`src/rtl/i2c_bus_conditioner_if.sv`:
```
// I2C pin-side bundle: raw pins in, conditioned levels, strobes and status out.
interface i2c_bus_conditioner_if;
  logic       scl_raw;
  logic       sda_raw;
  logic       scl_filt;
  logic       sda_filt;
  logic       scl_rise;
  logic       scl_fall;
  logic       start_det;
  logic       stop_det;
  logic       bus_busy;
  logic       timeout;
  logic [7:0] glitch_cnt;

  modport master (
    output scl_raw, sda_raw,
    input  scl_filt, sda_filt, scl_rise, scl_fall,
    input  start_det, stop_det, bus_busy, timeout, glitch_cnt
  );

  modport slave (
    input  scl_raw, sda_raw,
    output scl_filt, sda_filt, scl_rise, scl_fall,
    output start_det, stop_det, bus_busy, timeout, glitch_cnt
  );
endinterface

```
`src/rtl/i2c_bus_conditioner.sv`:
```
// I2C front-end: synchronizes and deglitches SCL/SDA, derives edge and START/STOP
// strobes, tracks bus ownership and forces idle on an SCL-low timeout.
module i2c_bus_conditioner #(
  parameter int unsigned SYNC_STAGES    = 2,
  parameter int unsigned FILTER_CYCLES  = 3,
  parameter int unsigned TIMEOUT_CYCLES = 1000
) (
  input  logic                  clock,
  input  logic                  reset,
  i2c_bus_conditioner_if.slave  bus
);

  localparam int unsigned FW = (FILTER_CYCLES > 1) ? $clog2(FILTER_CYCLES) : 1;
  localparam int unsigned TW = (TIMEOUT_CYCLES > 0) ? $clog2(TIMEOUT_CYCLES + 1) : 1;
  localparam logic [FW-1:0] FILT_LAST = FW'(FILTER_CYCLES - 1);
  localparam logic [TW-1:0] TO_LIMIT  = TW'(TIMEOUT_CYCLES);

  localparam logic [0:0] ST_IDLE = 1'b0;
  localparam logic [0:0] ST_BUSY = 1'b1;

  logic [SYNC_STAGES-1:0] r_scl_sync;
  logic [SYNC_STAGES-1:0] r_sda_sync;
  logic                   w_scl_s;
  logic                   w_sda_s;

  logic [FW-1:0]          r_scl_cnt;
  logic [FW-1:0]          r_sda_cnt;
  logic                   r_scl_filt;
  logic                   r_sda_filt;
  logic                   r_scl_prev;
  logic                   r_sda_prev;
  logic                   w_scl_glitch;
  logic                   w_sda_glitch;
  logic [8:0]             w_glitch_sum;
  logic [7:0]             r_glitch_cnt;

  logic [0:0]             r_state;
  logic [TW-1:0]          r_tcnt;
  logic [TW-1:0]          w_tcnt_next;
  logic                   w_start;
  logic                   w_stop;
  logic                   w_timeout;

  // Synchronizers
  always_ff @(posedge clock or posedge reset) begin
    if (reset) begin
      r_scl_sync <= '1;
      r_sda_sync <= '1;
    end else begin
      r_scl_sync <= {r_scl_sync[SYNC_STAGES-2:0], bus.scl_raw};
      r_sda_sync <= {r_sda_sync[SYNC_STAGES-2:0], bus.sda_raw};
    end
  end

  assign w_scl_s = r_scl_sync[SYNC_STAGES-1];
  assign w_sda_s = r_sda_sync[SYNC_STAGES-1];

  // A disagreement that collapses before reaching FILTER_CYCLES samples is a glitch
  assign w_scl_glitch = (w_scl_s == r_scl_filt) && (r_scl_cnt != '0);
  assign w_sda_glitch = (w_sda_s == r_sda_filt) && (r_sda_cnt != '0);

  always_ff @(posedge clock or posedge reset) begin
    if (reset) begin
      r_scl_filt <= 1'b1;
      r_scl_cnt  <= '0;
    end else if (w_scl_s == r_scl_filt) begin
      r_scl_cnt  <= '0;
    end else if (r_scl_cnt == FILT_LAST) begin
      r_scl_filt <= w_scl_s;
      r_scl_cnt  <= '0;
    end else begin
      r_scl_cnt  <= r_scl_cnt + FW'(1);
    end
  end

  always_ff @(posedge clock or posedge reset) begin
    if (reset) begin
      r_sda_filt <= 1'b1;
      r_sda_cnt  <= '0;
    end else if (w_sda_s == r_sda_filt) begin
      r_sda_cnt  <= '0;
    end else if (r_sda_cnt == FILT_LAST) begin
      r_sda_filt <= w_sda_s;
      r_sda_cnt  <= '0;
    end else begin
      r_sda_cnt  <= r_sda_cnt + FW'(1);
    end
  end

  assign w_glitch_sum = {1'b0, r_glitch_cnt} + 9'(w_scl_glitch) + 9'(w_sda_glitch);

  always_ff @(posedge clock or posedge reset) begin
    if (reset) begin
      r_glitch_cnt <= '0;
    end else if (w_glitch_sum[8]) begin
      r_glitch_cnt <= '1;
    end else begin
      r_glitch_cnt <= w_glitch_sum[7:0];
    end
  end

  always_ff @(posedge clock or posedge reset) begin
    if (reset) begin
      r_scl_prev <= 1'b1;
      r_sda_prev <= 1'b1;
    end else begin
      r_scl_prev <= r_scl_filt;
      r_sda_prev <= r_sda_filt;
    end
  end

  // SCL must be stable high across the SDA transition; a simultaneous SCL change disqualifies it
  assign w_start = r_sda_prev & ~r_sda_filt & r_scl_filt & r_scl_prev;
  assign w_stop  = ~r_sda_prev & r_sda_filt & r_scl_filt & r_scl_prev;

  assign w_tcnt_next = r_tcnt + TW'(1);
  assign w_timeout   = (TIMEOUT_CYCLES != 0) && (r_state == ST_BUSY) &&
                       !r_scl_filt && (w_tcnt_next == TO_LIMIT);

  always_ff @(posedge clock or posedge reset) begin
    if (reset) begin
      r_state <= ST_IDLE;
      r_tcnt  <= '0;
    end else begin
      case (r_state)
        ST_IDLE: begin
          r_tcnt <= '0;
          if (w_start) begin
            r_state <= ST_BUSY;
          end
        end
        default: begin
          if (w_stop || w_timeout) begin
            r_state <= ST_IDLE;
            r_tcnt  <= '0;
          end else if (r_scl_filt) begin
            r_tcnt  <= '0;
          end else if (TIMEOUT_CYCLES != 0) begin
            r_tcnt  <= w_tcnt_next;
          end
        end
      endcase
    end
  end

  assign bus.scl_filt   = r_scl_filt;
  assign bus.sda_filt   = r_sda_filt;
  assign bus.scl_rise   = r_scl_filt & ~r_scl_prev;
  assign bus.scl_fall   = ~r_scl_filt & r_scl_prev;
  assign bus.start_det  = w_start;
  assign bus.stop_det   = w_stop;
  assign bus.bus_busy   = (r_state == ST_BUSY);
  assign bus.timeout    = w_timeout;
  assign bus.glitch_cnt = r_glitch_cnt;

endmodule

```
`src/flat_wrapper.sv`:
```
// flat-port wrapper written by rule: the top's interface ports become plain ports
module i2c_bus_conditioner_flat 
#(
  parameter int unsigned SYNC_STAGES    = 2,
  parameter int unsigned FILTER_CYCLES  = 3,
  parameter int unsigned TIMEOUT_CYCLES = 1000
)
  (clock, reset, bus_scl_raw, bus_sda_raw, bus_scl_filt, bus_sda_filt, bus_scl_rise, bus_scl_fall, bus_start_det, bus_stop_det, bus_bus_busy, bus_timeout, bus_glitch_cnt);
  i2c_bus_conditioner_if bus_i ();
  input  logic clock;
  input  logic reset;
  input wire logic [$bits(bus_i.scl_raw)-1:0] bus_scl_raw;
  input wire logic [$bits(bus_i.sda_raw)-1:0] bus_sda_raw;
  output wire logic [$bits(bus_i.scl_filt)-1:0] bus_scl_filt;
  output wire logic [$bits(bus_i.sda_filt)-1:0] bus_sda_filt;
  output wire logic [$bits(bus_i.scl_rise)-1:0] bus_scl_rise;
  output wire logic [$bits(bus_i.scl_fall)-1:0] bus_scl_fall;
  output wire logic [$bits(bus_i.start_det)-1:0] bus_start_det;
  output wire logic [$bits(bus_i.stop_det)-1:0] bus_stop_det;
  output wire logic [$bits(bus_i.bus_busy)-1:0] bus_bus_busy;
  output wire logic [$bits(bus_i.timeout)-1:0] bus_timeout;
  output wire logic [$bits(bus_i.glitch_cnt)-1:0] bus_glitch_cnt;
  assign bus_i.scl_raw = bus_scl_raw;
  assign bus_i.sda_raw = bus_sda_raw;
  assign bus_scl_filt = bus_i.scl_filt;
  assign bus_sda_filt = bus_i.sda_filt;
  assign bus_scl_rise = bus_i.scl_rise;
  assign bus_scl_fall = bus_i.scl_fall;
  assign bus_start_det = bus_i.start_det;
  assign bus_stop_det = bus_i.stop_det;
  assign bus_bus_busy = bus_i.bus_busy;
  assign bus_timeout = bus_i.timeout;
  assign bus_glitch_cnt = bus_i.glitch_cnt;
  i2c_bus_conditioner #(.SYNC_STAGES(SYNC_STAGES), .FILTER_CYCLES(FILTER_CYCLES), .TIMEOUT_CYCLES(TIMEOUT_CYCLES)) u_core (.clock(clock), .reset(reset), .bus(bus_i));
endmodule
```
`config.mk`:
```
export PLATFORM = sky130hd
export DESIGN_NAME = i2c_bus_conditioner_flat
export DESIGN_NICKNAME = d
export VERILOG_FILES = /design/src/rtl/i2c_bus_conditioner_if.sv /design/src/rtl/i2c_bus_conditioner.sv /design/src/flat_wrapper.sv
export SDC_FILE = /design/constraint.sdc
export NUM_CORES = 1
export LEC_CHECK = 0
export BUFFER_PORTS_ARGS = -buffer_cell sky130_fd_sc_hd__buf_2
export CAP_MARGIN = 5
export CORE_MARGIN = 1.5
export CORE_UTILIZATION = 32
export CTS_CLUSTER_SIZE = 16
export DETAILED_ROUTE_END_ITERATION = 8
export GPL_TIMING_DRIVEN = 0
export PLACE_DENSITY = 0.48
export SYNTH_ARGS = -nofsm -noshare
export SYNTH_HDL_FRONTEND = slang
export SYNTH_SLANG_ARGS = --single-unit
```
`constraint.sdc`:
```
create_clock -name clock -period 3.5 [get_ports clock]
set_input_delay 0.175 -clock clock [delete_from_list [all_inputs] [get_ports clock]]
set_output_delay 0.175 -clock clock [all_outputs]
set_load 0.02 [all_outputs]
```
==> run_results.csv <==
group,metric,value,unit
cells_and_area,fin_nets,162,
synthesis,yosysWarnings,0,
critical_path,worst-path-max-fanout,8,
floorplanning,fp-row-count,24,
place,hpwlAfterDp,1.81,mm
route,final_antenna_net_count,0,
place,place_area,1580,um2
clocking,clk_latency,280,ps
cells_and_area,num-fill-cells,433,
clocking,cts.hold.buffers_added,2,
route,drc_errors,0,
place,pre_cts_ws,1160,ps
sta,fin_crit_sh,0.739,
power,p_per_area,760,nW/um2
synthesis,ys_seq_area_frac,0.553,
cells_and_area,drive_above_1_share,0.290,
clocking,cts_tree,"yes",
sta,worst_slack,914,ps
sta,rsz0062_at_grt,"no",
sta,setup_violations,0,
synthesis,syn_nets,132,
place,port-buffer-count,19,
critical_path,cp.arrival,2410,ps
grt,grt_antenna_before_repair,0,
clocking,cts.path.max_buffers,2,
synthesis,yosysTopAreaCellShare,0.405,
clocking,cts_setup_buffers,0,
grt,grt_pass1_vias,970,
synthesis,ys_seq_elements,31,
grt,grt_usage,0.123,
cells_and_area,area_delta_synth_final,23.6,%
clocking,cts_buffers,5,
floorplanning,die_w,69.6,um
floorplanning,initial_core_util,0.328,
floorplanning,die_h,69.6,um
clocking,htree_levels,2,
grt,grt-ovfl-total,0,
synthesis,synthesis.area_per_instance,11.5,um2
sta,slew_violations,0,
route,drt_iter0_drc,23,
sta,hold_violations,0,
synthesis,syn-instance-count,124,
clocking,ctsRootBufferMaster,"clkbuf_8",
grt,grt_max_degree,32,
run,drv_cap,0,
sta,tns,0,ps
critical_path,crit_type,"flop to output port",
cells_and_area,layout_commonest_cell,"dfrtp_1",
power,p_leak,0.804,nW
route,wirelength,2.58,mm
power,p_total,0.00133,W
clocking,cts_num_sinks,31,
floorplanning,design.core.area,4320,um2
sta,relSlewSlack,0.654,
critical_path,cp.required,3320,ps
synthesis,async_flop_share,1.00,
synthesis,synthTopCellsByArea,"dfrtp_1 (41%), dfstp_2 (15%), nor3_1 (3.9%)",
clocking,post_cts_resize_count,0,
power,ir_worst_vdd,353,uV
sta,max_slew.worst_pin.slew,515,ps
route,vias,981,
route,first_pass_iters,4,
route,wl_per_cell,12.5,um
sta,fmax,0.387,GHz
route,vias_per_cell,4.74,
sta,post-route-min-period,2590,ps
critical_path,critPathCaptureType,"output port",
floorplanning,ios,20,
min_path,hold_class,"flop to flop",
cells_and_area,fin_util,0.406,
synthesis,synth_flop_cell,"dfrtp_1",
sta,finalClockSkew,2.85,ps
floorplanning,dieArea,4850,um2
cells_and_area,layout_common_cells,"dfrtp_1 (23), buf_2 (19), nand2_1 (11), nor3_1 (11), dfstp_2 (8)",
synthesis,syn_area,1420,um2
synthesis,synth_edf_count,0,
synthesis,synth_cell_types,34,
cells_and_area,fin_area,1760,um2
grt,grt_pass1_wl,4.57,mm
synthesis,yosysTopAreaCell,"dfrtp_1",
clocking,clkTransAtPathRegs,70,ps
cells_and_area,antenna_cells,0,
critical_path,cp-start-kind,"flop",
place,gp_congestion,0.794,
outcome,outcome,"finished, final reports clean",
## worst paths after layout
| path | cells after the start | slack (ps) | from | to |
|---|---|---|---|---|
| setup / recovery | 6 | 910 | u_core.r_tcnt[0]$_DFF_PP0_ | bus_timeout |
| hold / removal | 0 | 360 | u_core.r_scl_sync[0]$_DFF_PP1_ | u_core.r_scl_sync[1]$_DFF_PP1_ |
| setup reg to reg | 8 | 1210 | u_core.bus.sda_filt$_DFFE_PP1P_ | u_core.bus.glitch_cnt[5]$_DFF_PP0_ |
| hold reg to reg | 0 | 360 | u_core.r_scl_sync[0]$_DFF_PP1_ | u_core.r_scl_sync[1]$_DFF_PP1_ |
| max in group asynchronous | 4 | 2530 | reset | u_core.bus.sda_filt$_DFFE_PP1P_ |
| min in group asynchronous | 3 | 440 | reset | u_core.r_tcnt[5]$_DFF_PP0_ |
## cells in the mapped netlist, drive strengths merged, types with 3 or more instances
master,n
and3,3
dfrtp,23
dfstp,8
ha,3
inv,4
nand2,11
nand3,7
nor2,7
nor2b,6
nor3,11
nor3b,7
o21ai,3
xnor2,7
xor2,4
## where the power goes
group	internal [W]	switching [W]	total, W	leakage (nW)
Clock	0.000230	0.000133	0.000363	0.0612
Sequential	0.000474	0.0000947	0.000568	0.389
Combinational	0.000171	0.000232	0.000403	0.355
Total	0.000875	0.000460	0.00133	0.804
## layout make-up
cell class              instances  area (um2)  area share
clock inverters                 2        35.0      0.0200
clock buffers                   6        82.6      0.0470
inverters                       4        15.0     0.00855
plain buffers                   1        3.75     0.00214
flip-flops and latches         31         786       0.448
multi-input cells              88         616       0.351
repair buffers                 23         153      0.0870
well taps                      52        65.1      0.0371
## stage by stage
step | hold slack, ps | instances
2_1_floorplan | 179 | 124
3_3_place_gp | 280 | 195
3_5_place_dp | 281 | 195
4_1_cts | 231 | 205
5_1_grt | 361 | 207
6_report | 358 | 207
## worst max-delay path: stages, from the launching register on
cell and delay (ps):
dfrtp_1 440, ha_1 290, xor2_1 190, nor3_1 240
nand3_2 150, nor4_4 550, buf_2 260
## per-layer routing
layer  share of wire  GRT usage
met1            0.45      0.151
met2            0.49      0.189
met3           0.034     0.0480
met4           0.021     0.0577
met5               0          0
## cell families (layout without fill, tap and decap cells)
| logic type | count (synthesis) | count (layout) | synth area share |
|---|---|---|---|
| simple gates | 60 | 60 | 0.253 |
| flops | 31 | 31 | 0.553 |
| xor+xnor | 11 | 11 | 0.0731 |
| compound gates | 10 | 10 | 0.0441 |
| buf+inv | 5 | 36 | 0.0132 |
| fa+ha+maj | 4 | 4 | 0.0405 |
| mux | 3 | 3 | 0.0229 |
## sequential cells by signal, summed over array words and instances (netlist names)
register and cells:
u_core.r_scl_cnt 2, u_core.r_tcnt 10, u_core.r_sda_prev 1, u_core.r_sda_sync 2, u_core.r_scl_prev 1, u_core.bus.glitch_cnt 8
u_core.r_scl_sync 2, u_core.bus.bus_busy 1, u_core.bus.sda_filt 1, u_core.r_sda_cnt 2, u_core.bus.scl_filt 1
Note: power is estimated with default switching activity, not from simulation.
